==> config.mk <==
export PLATFORM = sky130hd
export DESIGN_NAME = row_cache_assoc_flat
export DESIGN_NICKNAME = d
export VERILOG_FILES = /design/src/rtl/row_cache_assoc_pkg.sv /design/src/rtl/row_cache_assoc_if.sv /design/src/rtl/row_cache_assoc_lru.sv /design/src/rtl/row_cache_assoc.sv /design/src/flat_wrapper.sv
export SDC_FILE = /design/constraint.sdc
export NUM_CORES = 1
export LEC_CHECK = 0
export ABC_CLOCK_PERIOD_IN_PS = 9800
export CAP_MARGIN = 20
export CELL_PAD_IN_SITES_DETAIL_PLACEMENT = 1
export CELL_PAD_IN_SITES_GLOBAL_PLACEMENT = 2
export CORE_MARGIN = 3
export CORE_UTILIZATION = 25
export CTS_CLUSTER_SIZE = 20
export DETAILED_ROUTE_END_ITERATION = 12
export MAX_ROUTING_LAYER = met4
export PLACE_DENSITY = 0.61
export SYNTH_ARGS = -nofsm -noshare
export SYNTH_HDL_FRONTEND = slang
export SYNTH_HIERARCHICAL = 1
export SYNTH_SLANG_ARGS = --single-unit
export TNS_END_PERCENT = 50
==> constraint.sdc <==
create_clock -name clk -period 9.8 [get_ports clk]
set_input_delay 1.96 -clock clk [delete_from_list [all_inputs] [get_ports clk]]
set_output_delay 1.96 -clock clk [all_outputs]
set_load 0.03 [all_outputs]
==> src/rtl/row_cache_assoc_pkg.sv <==
// row_cache_assoc_pkg: shared state type, memory op codes and width helpers for the row cache
package row_cache_assoc_pkg;
  typedef enum logic [2:0] {S_IDLE, S_LOOKUP, S_WB, S_FILL, S_DONE, S_FLUSH} state_e;
  localparam logic MEM_FILL = 1'b0;
  localparam logic MEM_WB = 1'b1;
  function automatic int set_bits(input int chwidth, input int wayswidth);
    return chwidth - wayswidth;
  endfunction
  function automatic int tag_bits(input int addrwidth, input int chwidth, input int wayswidth);
    return addrwidth - set_bits(chwidth, wayswidth);
  endfunction
endpackage

==> src/rtl/row_cache_assoc_if.sv <==
// row_cache_assoc_if: requester and backing-store signals of the row cache
interface row_cache_assoc_if #(parameter int CHWIDTH = 5, parameter int ADDRWIDTH = 17);
  logic rd, wr, sync, hold, ready, hit, mem_req, mem_we, mem_ack;
  logic [ADDRWIDTH-1:0] row_id, mem_row;
  logic [CHWIDTH-1:0] c_row_id, mem_crow;
  modport master (output rd, wr, row_id, sync, mem_ack,
                  input hold, ready, hit, c_row_id, mem_req, mem_we, mem_row, mem_crow);
  modport slave (input rd, wr, row_id, sync, mem_ack,
                 output hold, ready, hit, c_row_id, mem_req, mem_we, mem_row, mem_crow);
endinterface

==> src/rtl/row_cache_assoc_lru.sv <==
// row_cache_assoc_lru: true-LRU age update and LRU way pick for one set
module row_cache_assoc_lru #(parameter int WAYSWIDTH = 1) (
  input  logic [(1<<WAYSWIDTH)-1:0][WAYSWIDTH-1:0] age_i,
  input  logic [WAYSWIDTH-1:0]                     used_i,
  input  logic                                     upd_i,
  output logic [(1<<WAYSWIDTH)-1:0][WAYSWIDTH-1:0] age_o,
  output logic [WAYSWIDTH-1:0]                     lru_o
);
  // the all-ones age is the LRU way; a use zeroes its age and ages every younger way by one
  always_comb begin
    lru_o = '0;
    for (int w = 0; w < (1 << WAYSWIDTH); w++) begin
      age_o[w] = !upd_i ? age_i[w] : WAYSWIDTH'(w) == used_i ? '0 :
                 age_i[w] < age_i[used_i] ? age_i[w] + 1'b1 : age_i[w];
      lru_o = &age_i[w] ? WAYSWIDTH'(w) : lru_o;
    end
  end
endmodule

==> src/rtl/row_cache_assoc.sv <==
// row_cache_assoc: N-way set-associative DRAM row cache with writeback and flush
module row_cache_assoc
  import row_cache_assoc_pkg::*;
#(
  parameter int CHWIDTH = 5,
  parameter int WAYSWIDTH = 1,
  parameter int ADDRWIDTH = 17
) (
  input logic clk,
  input logic rst_n,
  row_cache_assoc_if.slave bus
);
  localparam int SB = set_bits(CHWIDTH, WAYSWIDTH);
  localparam int TB = tag_bits(ADDRWIDTH, CHWIDTH, WAYSWIDTH);
  localparam int WAYS = 1 << WAYSWIDTH;
  localparam int SETS = 1 << SB;
  localparam int ROWS = 1 << CHWIDTH;
  state_e state_q, state_d;
  logic [ADDRWIDTH-1:0] row_q, row_d;
  logic [CHWIDTH-1:0] line_q, line_d;
  logic wr_q, wr_d, hit_q, hit_d, pend_q, pend_d, fl_q, fl_d;
  logic [ROWS-1:0][TB-1:0] tag_q;
  logic [ROWS-1:0] valid_q, valid_d, dirty_q, dirty_d;
  logic [SETS-1:0][WAYS-1:0][WAYSWIDTH-1:0] age_q;
  logic [WAYS-1:0][WAYSWIDTH-1:0] age_n;
  logic [SB-1:0] set;
  logic [TB-1:0] tag;
  logic hit_any, inv_any, tag_we;
  logic [WAYSWIDTH-1:0] hit_way, inv_way, lru_way;
  logic [CHWIDTH-1:0] victim;
  assign set = row_q[SB-1:0];
  assign tag = row_q[ADDRWIDTH-1:SB];
  assign victim = {set, inv_any ? inv_way : lru_way};
  row_cache_assoc_lru #(.WAYSWIDTH(WAYSWIDTH)) u_lru (
    .age_i(age_q[set]),
    .used_i(line_q[WAYSWIDTH-1:0]),
    .upd_i(state_q == S_DONE),
    .age_o(age_n),
    .lru_o(lru_way)
  );
  // tag compare across the set; descending scan so the lowest matching/invalid way wins
  always_comb begin
    hit_any = 1'b0;
    hit_way = '0;
    inv_any = 1'b0;
    inv_way = '0;
    for (int w = WAYS - 1; w >= 0; w--) begin
      if (valid_q[{set, WAYSWIDTH'(w)}] && tag_q[{set, WAYSWIDTH'(w)}] == tag) begin
        hit_any = 1'b1;
        hit_way = WAYSWIDTH'(w);
      end
      if (!valid_q[{set, WAYSWIDTH'(w)}]) begin
        inv_any = 1'b1;
        inv_way = WAYSWIDTH'(w);
      end
    end
  end
  // next state: access path IDLE-LOOKUP-(WB)-(FILL)-DONE, flush path FLUSH-(WB)-FLUSH
  always_comb begin
    state_d = state_q;
    row_d = row_q;
    line_d = line_q;
    wr_d = wr_q;
    hit_d = hit_q;
    fl_d = fl_q;
    valid_d = valid_q;
    dirty_d = dirty_q;
    tag_we = 1'b0;
    pend_d = pend_q | (bus.sync & (state_q != S_IDLE | bus.rd | bus.wr));
    case (state_q)
      S_IDLE:
        if (bus.rd | bus.wr) begin
          row_d = bus.row_id;
          wr_d = bus.wr;
          state_d = S_LOOKUP;
        end else if (bus.sync | pend_q) begin
          line_d = '0;
          fl_d = 1'b1;
          pend_d = 1'b0;
          state_d = S_FLUSH;
        end
      S_LOOKUP: begin
        hit_d = hit_any;
        line_d = hit_any ? {set, hit_way} : victim;
        state_d = hit_any ? S_DONE : (valid_q[victim] & dirty_q[victim]) ? S_WB : S_FILL;
      end
      S_WB:
        if (bus.mem_ack) begin
          dirty_d[line_q] = 1'b0;
          line_d = fl_q && !(&line_q) ? line_q + 1'b1 : line_q;
          fl_d = fl_q && !(&line_q);
          state_d = !fl_q ? S_FILL : &line_q ? S_IDLE : S_FLUSH;
        end
      S_FILL:
        if (bus.mem_ack) begin
          tag_we = 1'b1;
          valid_d[line_q] = 1'b1;
          state_d = S_DONE;
        end
      S_DONE: begin
        dirty_d[line_q] = dirty_q[line_q] | wr_q;
        state_d = S_IDLE;
      end
      S_FLUSH: begin
        line_d = !(valid_q[line_q] & dirty_q[line_q]) && !(&line_q) ? line_q + 1'b1 : line_q;
        fl_d = (valid_q[line_q] & dirty_q[line_q]) || !(&line_q);
        state_d = (valid_q[line_q] & dirty_q[line_q]) ? S_WB : &line_q ? S_IDLE : S_FLUSH;
      end
      default: state_d = S_IDLE;
    endcase
  end
  // state and array registers; reset drops any transfer in flight and leaves ages = way index
  always_ff @(posedge clk or negedge rst_n)
    if (!rst_n) begin
      state_q <= S_IDLE;
      row_q <= '0;
      line_q <= '0;
      wr_q <= 1'b0;
      hit_q <= 1'b0;
      pend_q <= 1'b0;
      fl_q <= 1'b0;
      tag_q <= '0;
      valid_q <= '0;
      dirty_q <= '0;
      for (int s = 0; s < SETS; s++)
        for (int w = 0; w < WAYS; w++)
          age_q[s][w] <= WAYSWIDTH'(w);
    end else begin
      state_q <= state_d;
      row_q <= row_d;
      line_q <= line_d;
      wr_q <= wr_d;
      hit_q <= hit_d;
      pend_q <= pend_d;
      fl_q <= fl_d;
      valid_q <= valid_d;
      dirty_q <= dirty_d;
      if (tag_we) tag_q[line_q] <= tag;
      if (state_q == S_DONE) age_q[set] <= age_n;
    end
  assign bus.hold = state_q != S_IDLE;
  assign bus.ready = state_q == S_DONE;
  assign bus.hit = bus.ready & hit_q;
  assign bus.c_row_id = bus.ready ? line_q : '0;
  assign bus.mem_req = state_q == S_WB || state_q == S_FILL;
  assign bus.mem_we = state_q == S_WB ? MEM_WB : MEM_FILL;
  assign bus.mem_row = state_q == S_WB ? {tag_q[line_q], line_q[CHWIDTH-1:WAYSWIDTH]} :
                       state_q == S_FILL ? row_q : '0;
  assign bus.mem_crow = bus.mem_req ? line_q : '0;
endmodule

==> src/flat_wrapper.sv <==
// flat-port wrapper written by rule: the top's interface ports become plain ports
module row_cache_assoc_flat import row_cache_assoc_pkg::*;
#(
  parameter int CHWIDTH = 5,
  parameter int WAYSWIDTH = 1,
  parameter int ADDRWIDTH = 17
)
  (clk, rst_n, bus_rd, bus_wr, bus_row_id, bus_sync, bus_mem_ack, bus_hold, bus_ready, bus_hit, bus_c_row_id, bus_mem_req, bus_mem_we, bus_mem_row, bus_mem_crow);
  row_cache_assoc_if #(.CHWIDTH(CHWIDTH), .ADDRWIDTH(ADDRWIDTH)) bus_i ();
  input logic clk;
  input logic rst_n;
  input wire logic [$bits(bus_i.rd)-1:0] bus_rd;
  input wire logic [$bits(bus_i.wr)-1:0] bus_wr;
  input wire logic [$bits(bus_i.row_id)-1:0] bus_row_id;
  input wire logic [$bits(bus_i.sync)-1:0] bus_sync;
  input wire logic [$bits(bus_i.mem_ack)-1:0] bus_mem_ack;
  output wire logic [$bits(bus_i.hold)-1:0] bus_hold;
  output wire logic [$bits(bus_i.ready)-1:0] bus_ready;
  output wire logic [$bits(bus_i.hit)-1:0] bus_hit;
  output wire logic [$bits(bus_i.c_row_id)-1:0] bus_c_row_id;
  output wire logic [$bits(bus_i.mem_req)-1:0] bus_mem_req;
  output wire logic [$bits(bus_i.mem_we)-1:0] bus_mem_we;
  output wire logic [$bits(bus_i.mem_row)-1:0] bus_mem_row;
  output wire logic [$bits(bus_i.mem_crow)-1:0] bus_mem_crow;
  assign bus_i.rd = bus_rd;
  assign bus_i.wr = bus_wr;
  assign bus_i.row_id = bus_row_id;
  assign bus_i.sync = bus_sync;
  assign bus_i.mem_ack = bus_mem_ack;
  assign bus_hold = bus_i.hold;
  assign bus_ready = bus_i.ready;
  assign bus_hit = bus_i.hit;
  assign bus_c_row_id = bus_i.c_row_id;
  assign bus_mem_req = bus_i.mem_req;
  assign bus_mem_we = bus_i.mem_we;
  assign bus_mem_row = bus_i.mem_row;
  assign bus_mem_crow = bus_i.mem_crow;
  row_cache_assoc #(.CHWIDTH(CHWIDTH), .WAYSWIDTH(WAYSWIDTH), .ADDRWIDTH(ADDRWIDTH)) u_core (.clk(clk), .rst_n(rst_n), .bus(bus_i));
endmodule
Word-level counts from Yosys, hierarchy flattened
Index checks and enable logic that the tools add are counted. W data, S select, Z words.

Equality and inequality tests: 14. Reduce and logical (&&, ||, !) cells: 22. Multiplexer cells: 78. Shifts and indexed selects: 0. Div/mod/pow operators: 0. Multipliers: 0. Add/sub/neg operators: 3. Bitwise gates (word level): 13. Magnitude comparators: 10.

Operator list (count): $bwmux W416 (1); $bmux W13 S4 (2); $bmux W13 S5 (1); $demux W13 S5 (1); $bwmux W32 (2); $pmux W32 S2 (1); $mux W13 (4); $mux W5 (7); $mux W1 (34); $mux W17 (2); $and A32 B32 Y32 (1); $mux W32 (1); $not A32 Y32 (1); $or A32 B32 Y32 (1); $eq A13 B13 Y1 (2); $lt A5 B6 Y1 const B (4); $mux W3 (8); $bmux W1 S5 (4); $pmux W5 S4 (1); $pmux W3 S5 (1); $bmux W1 S4 (2); $bmux W2 S4 (1); $demux W2 S4 (1); $eq A3 B2 Y1 const B (2); other kinds (29) (55).

Output and inout bits: 32. Memories: 0. Memory bits (writable): 0. Register bits after elaboration: 541. Bits in latches: 0. Bits in read-only memories: 0.

Logic depth before layout (Yosys ltp)
Gate-level depths: netlist (run 1).

Word-level depth: 11. Depth in mapped cells: 17.

Hierarchy
Netlist (run 1), hierarchy kept.

Modules (own cells, without submodules): row_cache_assoc (area each 29220.5 um^2, cells each 2282, instances 1, sequential area each 13558.0 um^2); row_cache_assoc_lru (area each 31.3 um^2, cells each 6, instances 1, sequential area each 0.0 um^2).

Least setup slack after synthesis (run 1)
OpenSTA, ideal clock, no wires.

Kind: register to output. From: register u_core.line_q[0]. To: output bus_mem_row[14]. Cell stages (with the launch flop): 12. Data required time: 7.840 ns. Arrival: 3.098 ns. Setup slack: 4.742 ns. Path buffers: 6. Path through: dfrtp_1 -> buf_2 -> buf_4 -> buf_4 -> buf_2 -> buf_2 -> buf_2 -> mux4_2 -> nand3_1 -> a21oi_1 -> nor3_1 -> a211oi_1.

Word-level cells in the longest chain between the ends: 3.

Ends and longest elaborated chain: start: declaration (RTL line row_cache_assoc.sv:20) `logic [CHWIDTH-1:0] line_q, line_d;`; start signal: assignment (RTL line row_cache_assoc.sv:131) `line_q <= line_d;`; $bmux W13 S5 (RTL line row_cache_assoc.sv:147) `assign bus.mem_row = state_q == S_WB ? {tag_q[line_q], line_q[CHWIDTH-1:WAYSWIDTH]} :`; $mux W13 (implied by the code) (RTL line row_cache_assoc.sv:147); $mux W17 (RTL line row_cache_assoc.sv:147); end: declaration (RTL line flat_wrapper.sv:23) `output wire logic [$bits(bus_i.mem_row)-1:0] bus_mem_row;`.

Every way passes these cells. The select of a mux whose other input is x is not followed.

Worst setup path after layout (run 1)
From: register u_core.line_q[0]. To: output bus_mem_row[11].

Same word-level chain as after synthesis.

==> results.cfg, run 1 <==
[routing]
vias_per_cell = 5.50
drc = 0
routedWlPerCell_um = 30.7
vias = 21120
totalWireLength_um = 118000
ant_nets = 0
drt_iter0_markers = 1967
drtPass1Iterations = 5

[sta]
hold_violations = 0
hold_slack_ps = 492
setup_tns_ps = 0
fin_worst_skew_ps = 16.5
period_share_pct = 68.1
rsz0062_at_grt = false
slew_headroom_pct = 24.9
finalSetupViolCount = 0
period_needed_ps = 6680
worstMarginPinSlew_ps = 1120
fmax_mhz = 150
final_max_slew_viol_count = 0

[global_route]
grt_pass1_vias = 22189
grt.total_usage_pct = 19.7
grt_pass1_wl_um = 170000
overflow = 0
antenna_found_initial = 6
grt_max_degree = 158

[synthesis]
synth_top_area_cell = dfrtp_1
syn_nets = 2316
syn_inst = 2288
ys_ff_latch = 541
syn_avg_cell_area_um2 = 12.8
ys_async_sr_fraction_pct = 100
synth_area_mm2 = 0.0293
yosys-top-cells-area = dfrtp_1 45%, mux4_2 17%, mux2_2 13%, o21ai_0 3.5%, mux2i_1 3.4%
synth_edf_count = 0
yosysSeqAreaShare_pct = 46.3
yosysWarnings = 6
synth.most_common_cell = dfrtp_1
ys_types = 72
synthFlopType = dfrtp_1
yosys-top-cells-count = 525 x dfrtp_1, 347 x mux2_2, 219 x mux4_2
synth_top_area_share_pct = 44.9

[critical_path]
path_cells = buf_4 > mux4_2 > a22o_1 > a221oi_1 > a31oi_1 > a21oi_1 > nor2_1 > clkdlybuf4s50_1
path_class = flop to output pin
critPathArrivalTime_ps = 4720
crit_required_ps = 7840
cp-start-kind = flop
cp_max_fo = 45
worst_setup_path_end_kind = output pin
cp_slowest_stage_delay_ps = 1080
cp_slowest_cell = dfrtp_4

[floorplanning]
die_area_mm2 = 0.121
fp.dieW_um = 348
dieHeight_um = 348
num_io_pins = 55
rows = 124
initial_core_util_pct = 25.4
core_mm2 = 0.115

[clock_tree]
numCtsBuffers = 60
cts_tree = yes
insertion_delay_ps = 650
cts_buffer_depth = 3
holdBufCountCts = 0
post-cts-setup-buffer-count = 0
cts-root-buf = clkbuf_16
postCtsResizedCells = 0
h-tree-depth = 2
clkTransAtPathRegs_ps = 60
cts_num_sinks = 541

[pwr]
p_leak_uw = 0.0143
p_per_area_mw_per_mm2 = 293
ir_drop_mv = 0.228

[cells_and_area]
syn_to_final_growth_pct = 14.9
final_util_pct = 29.2
drive_gt1_share_pct = 35.2
nets = 2303
stdcell_area_mm2 = 0.0336

[worst_hold_path]
hold_class = flop to flop

[placed_design]
placed_area_mm2 = 0.0315
hpwl_um = 74100
io_buffer_count = 54
place_congestion = 0.836

[status]
outcome = completed

[run]
drv_cap = 0
layout by cell type, fill, tap and decap left out, types with 9 or more instances in the layout:
cell type,synthesis,layout
dfrtp_1,525,518
nor2b_1,21,18
a22oi_1,44,44
mux4_2,219,219
o21ai_0,205,204
inv_1,16,16
nor3_1,15,14
clkbuf_8,0,10
buf_4,7,78
and2_1,14,14
clkinv_2,0,18
a31oi_1,12,12
a21oi_1,34,33
a211oi_1,9,9
mux2i_1,100,100
nand2_1,197,197
a221oi_1,10,10
dfstp_2,16,16
clkdlybuf4s50_1,0,53
nand2b_1,31,31
a22o_1,19,19
and3_1,14,12
or2_2,9,9
mux2_2,347,347
nor2_1,50,43
nand3_1,53,49
clkbuf_16,0,62
xor2_1,11,11
clkbuf_1,142,9
xnor2_1,13,13
per-stage QoR:
| stage | setup WS [ps] | power, uW | std cells |
|---|---|---|---|
| after floorplan | 4740 | 5760 | 2288 |
| after global placement | 3790 | 7320 | 3722 |
| after detailed placement | 3740 | 7410 | 3724 |
| after CTS | 3040 | 9880 | 3838 |
| after global routing | 2780 | 10300 | 3839 |
| final | 3120 | 9840 | 3841 |
final cells by class:
| cell class | instances | area [um^2] |
|---|---|---|
| flip-flops and latches | 541 | 13600 |
| inverters | 21 | 78.8 |
| clock inverters | 33 | 370 |
| repair buffers | 136 | 1220 |
| fillers | 12434 | 81700 |
| clock buffers | 81 | 1720 |
| diodes | 2 | 5.00 |
| well taps | 1512 | 1890 |
| multi-input cells | 1515 | 14700 |
path summary, 6_finish.rpt:
kind / from / to / slack (ps) / cells past startpoint
max: u_core/line_q[0] / bus_mem_row[11] / 3120 / 8
min: u_core/valid_q[10] / u_core/valid_q[10] / 490 / 1
max reg2reg: u_core/row_q[0] / u_core/state_q[0] / 4590 / 9
min reg2reg: u_core/valid_q[10] / u_core/valid_q[10] / 490 / 1
max in group asynchronous: rst_n / u_core/tag_q[377] / 6510 / 3
min in group asynchronous: rst_n / u_core/dirty_q[11] / 1270 / 1
power breakdown:
part	internal [uW]	leakage [uW]	switching, uW	total [uW]
Sequential	2670	0.00723	630	3300
Clock	1420	0.00103	1010	2430
Combinational	1620	0.00606	2500	4120
Total	5700	0.0143	4140	9840
registers in the layout, indices dropped and copies added (netlist names):
| name | count |
|---|---|
| u_core/dirty_q | 32 |
| u_core/fl_q | 1 |
| u_core/tag_q | 416 |
| u_core/state_q | 3 |
| u_core/line_q | 5 |
| u_core/valid_q | 32 |
| u_core/hit_q | 1 |
| u_core/age_q | 32 |
| u_core/wr_q | 1 |
| u_core/row_q | 17 |
| u_core/pend_q | 1 |
worst max-delay path, delay by kind of cell (launching register included):
family / cells / cell delay [ps]
AO/OA/AOI/OAI: 4 / 930
buffers and inverters: 2 / 1340
flip-flops: 1 / 1080
multiplexers: 1 / 590
AND/OR/NAND/NOR: 1 / 70
layer usage:
metal,vias to the layer above,track usage [%],routed length [um]
met5,-,-,0
met4,0,5.59,3530
met3,197,3.69,7480
met2,749,30.3,54300
met1,11609,26.6,52600
li1,8565,-,-
cell families (layout without fill, tap and decap cells):
group                    count (synthesis)  in the layout  share of synthesized area (%)
AO/OA/AOI/OAI                          385            385                           8.17
XOR/XNOR                                24             24                          0.719
adder cells (fa/ha/maj)                  5              5                          0.214
buffers and inverters                  232            271                           3.57
flip-flops                             541            541                           46.3
multiplexers                           670            670                           34.0
other                                    0              2                              0
AND/OR/NAND/NOR                        431            431                           6.98
Note: power is estimated with default switching activity, not from simulation.
==> run 2: changes to the inputs <==
--- a/config.mk
+++ b/config.mk
@@ -5,7 +5,7 @@
 export SDC_FILE = /design/constraint.sdc
 export NUM_CORES = 1
 export LEC_CHECK = 0
-export ABC_CLOCK_PERIOD_IN_PS = 9800
+export ABC_CLOCK_PERIOD_IN_PS = 6700
 export CAP_MARGIN = 20
 export CELL_PAD_IN_SITES_DETAIL_PLACEMENT = 1
 export CELL_PAD_IN_SITES_GLOBAL_PLACEMENT = 2
==> constraint.sdc (replaced) <==
create_clock -name clk -period 6.7 [get_ports clk]
set_input_delay 1.34 -clock clk [delete_from_list [all_inputs] [get_ports clk]]
set_output_delay 1.34 -clock clk [all_outputs]
set_load 0.03 [all_outputs]
==> results.cfg, run 2 (synthesis gave the netlist of run 1 again) <==
[sta]
setup_tns_ps = 0
setup_ws_ps = 935
hold_violations = 0
worstMarginPinSlew_ps = 1090
slew_headroom_pct = 27.2
period_share_pct = 86.0
rsz0062_at_grt = false
final_max_slew_viol_count = 0
finalSetupViolCount = 0
period_needed_ps = 5760
fin_worst_skew_ps = 21.5
fmax_mhz = 173

[clock_tree]
numCtsBuffers = 61
cts_buffer_depth = 3
postCtsResizedCells = 0
cts_num_sinks = 541
post-cts-setup-buffer-count = 0
clkTransAtPathRegs_ps = 60
cts-root-buf = clkbuf_16
insertion_delay_ps = 670
h-tree-depth = 2
cts_tree = yes
holdBufCountCts = 0

[pwr]
p_int_uw = 8410
ir_drop_mv = 0.254
seq_power_share_pct = 33.3
clkPwrFrac_pct = 24.5
switching_share_pct = 42.1
p_leak_uw = 0.0144
power.switching_uw = 6130
p_comb_share_pct = 42.1
p_per_area_mw_per_mm2 = 430

[routing]
totalWireLength_um = 119000
drt_iter0_markers = 1837
drc = 0
drtPass1Iterations = 5
ant_nets = 0
vias = 21193
vias_per_cell = 5.49
routedWlPerCell_um = 30.7

[global_route]
grt_pass1_wl_um = 170000
overflow = 0
antenna_found_initial = 3
grt_max_degree = 161
grt.total_usage_pct = 19.8
grt_pass1_vias = 22334

[floorplanning]
core_mm2 = 0.115
initial_core_util_pct = 25.4
fp.dieW_um = 348
die_area_mm2 = 0.121
rows = 124
num_io_pins = 55
dieHeight_um = 348

[worst_hold_path]
hold_class = flop to flop

[cells_and_area]
layout_commonest_cell = dfrtp_1
top_register = u_core/tag_q
largest_register_ffs = 416
nets = 2323
drive_gt1_share_pct = 35.5
mostFrequentLayoutCells = 518 x dfrtp_1, 347 x mux2_2, 219 x mux4_2
syn_to_final_growth_pct = 15.5
stdcell_area_mm2 = 0.0338

[placed_design]
place_congestion = 0.865
placed_area_mm2 = 0.0317
place_ws_ps = 1610
hpwl_um = 76800
io_buffer_count = 54

[critical_path]
worst_setup_path_end_kind = output pin
crit_required_ps = 5360
path_class = flop to output pin
critPathArrivalTime_ps = 4420
cp-start-kind = flop
cp_max_fo = 53

[run]
drv_cap = 0

[status]
outcome = completed
run 2: final timing paths:
check / start / to / slack (ps) / cells after the start
worst max-delay path: u_core/line_q[1] / bus_mem_row[14] / 940 / 8
worst min-delay path: u_core/valid_q[22] / u_core/valid_q[22] / 500 / 1
worst max register to register: u_core/row_q[1] / u_core/state_q[0] / 2000 / 10
worst min register to register: u_core/valid_q[22] / u_core/valid_q[22] / 500 / 1
max in group asynchronous: rst_n / u_core/tag_q[91] / 4480 / 2
min in group asynchronous: rst_n / u_core/dirty_q[8] / 730 / 1
run 2: cell type report:
| type | instances | area (um^2) |
|---|---|---|
| multi-input cells | 1515 | 14700 |
| repair buffers | 155 | 1400 |
| inverters | 21 | 78.8 |
| diodes | 3 | 7.51 |
| well taps | 1512 | 1890 |
| clock inverters | 23 | 298 |
| fillers | 12387 | 81500 |
| clock buffers | 87 | 1800 |
| flip-flops and latches | 541 | 13600 |
run 2: stage by stage:
stage | std cells | utilization [%] | hold WS, ps | total power [uW]
final | 3857 | 29.3 | 497 | 14500
after CTS | 3854 | 29.3 | 499 | 14600
after global placement | 3740 | 27.5 | 468 | 10800
after detailed placement | 3744 | 27.5 | 481 | 11000
after global routing | 3854 | 29.3 | 512 | 15200
after floorplan | 2288 | - | 443 | 8430
run 2: worst max-delay path: stages, from the launching register on:
cell             delay (ps)
dfrtp_4                 970
buf_12                  400
mux4_2                  560
a22o_1                  250
a221oi_1                230
o21ai_0                 140
nor3_1                  310
a211oi_1                140
clkdlybuf4s50_1         640
run 2: per-layer routing:
layer	wire length [um]	share of wire, %	GRT usage (%)
met2	55100	46	30.5
met5	0	0	-
met4	3070	2.6	5.19
met3	6850	5.8	3.20
met1	53600	45	27.2
run 2: power groups by stage:
stage,Clock [uW],Sequential [uW],Combinational (uW)
floorplan,0,4250,4180
global placement,0,4840,6000
detailed placement,0,4890,6090
CTS,3650,4830,6120
global route,3790,4920,6480
finish,3570,4850,6130
==> run 3: changes to the inputs <==
--- a/config.mk
+++ b/config.mk
@@ -13,6 +13,7 @@
 export CORE_UTILIZATION = 25
 export CTS_CLUSTER_SIZE = 20
 export DETAILED_ROUTE_END_ITERATION = 12
+export HOLD_SLACK_MARGIN = 0.02
 export MAX_ROUTING_LAYER = met4
 export PLACE_DENSITY = 0.61
 export SYNTH_ARGS = -nofsm -noshare
==> results of run 3 <==
Same layout as run 2: the final DEF is identical, and so are final timing and power.
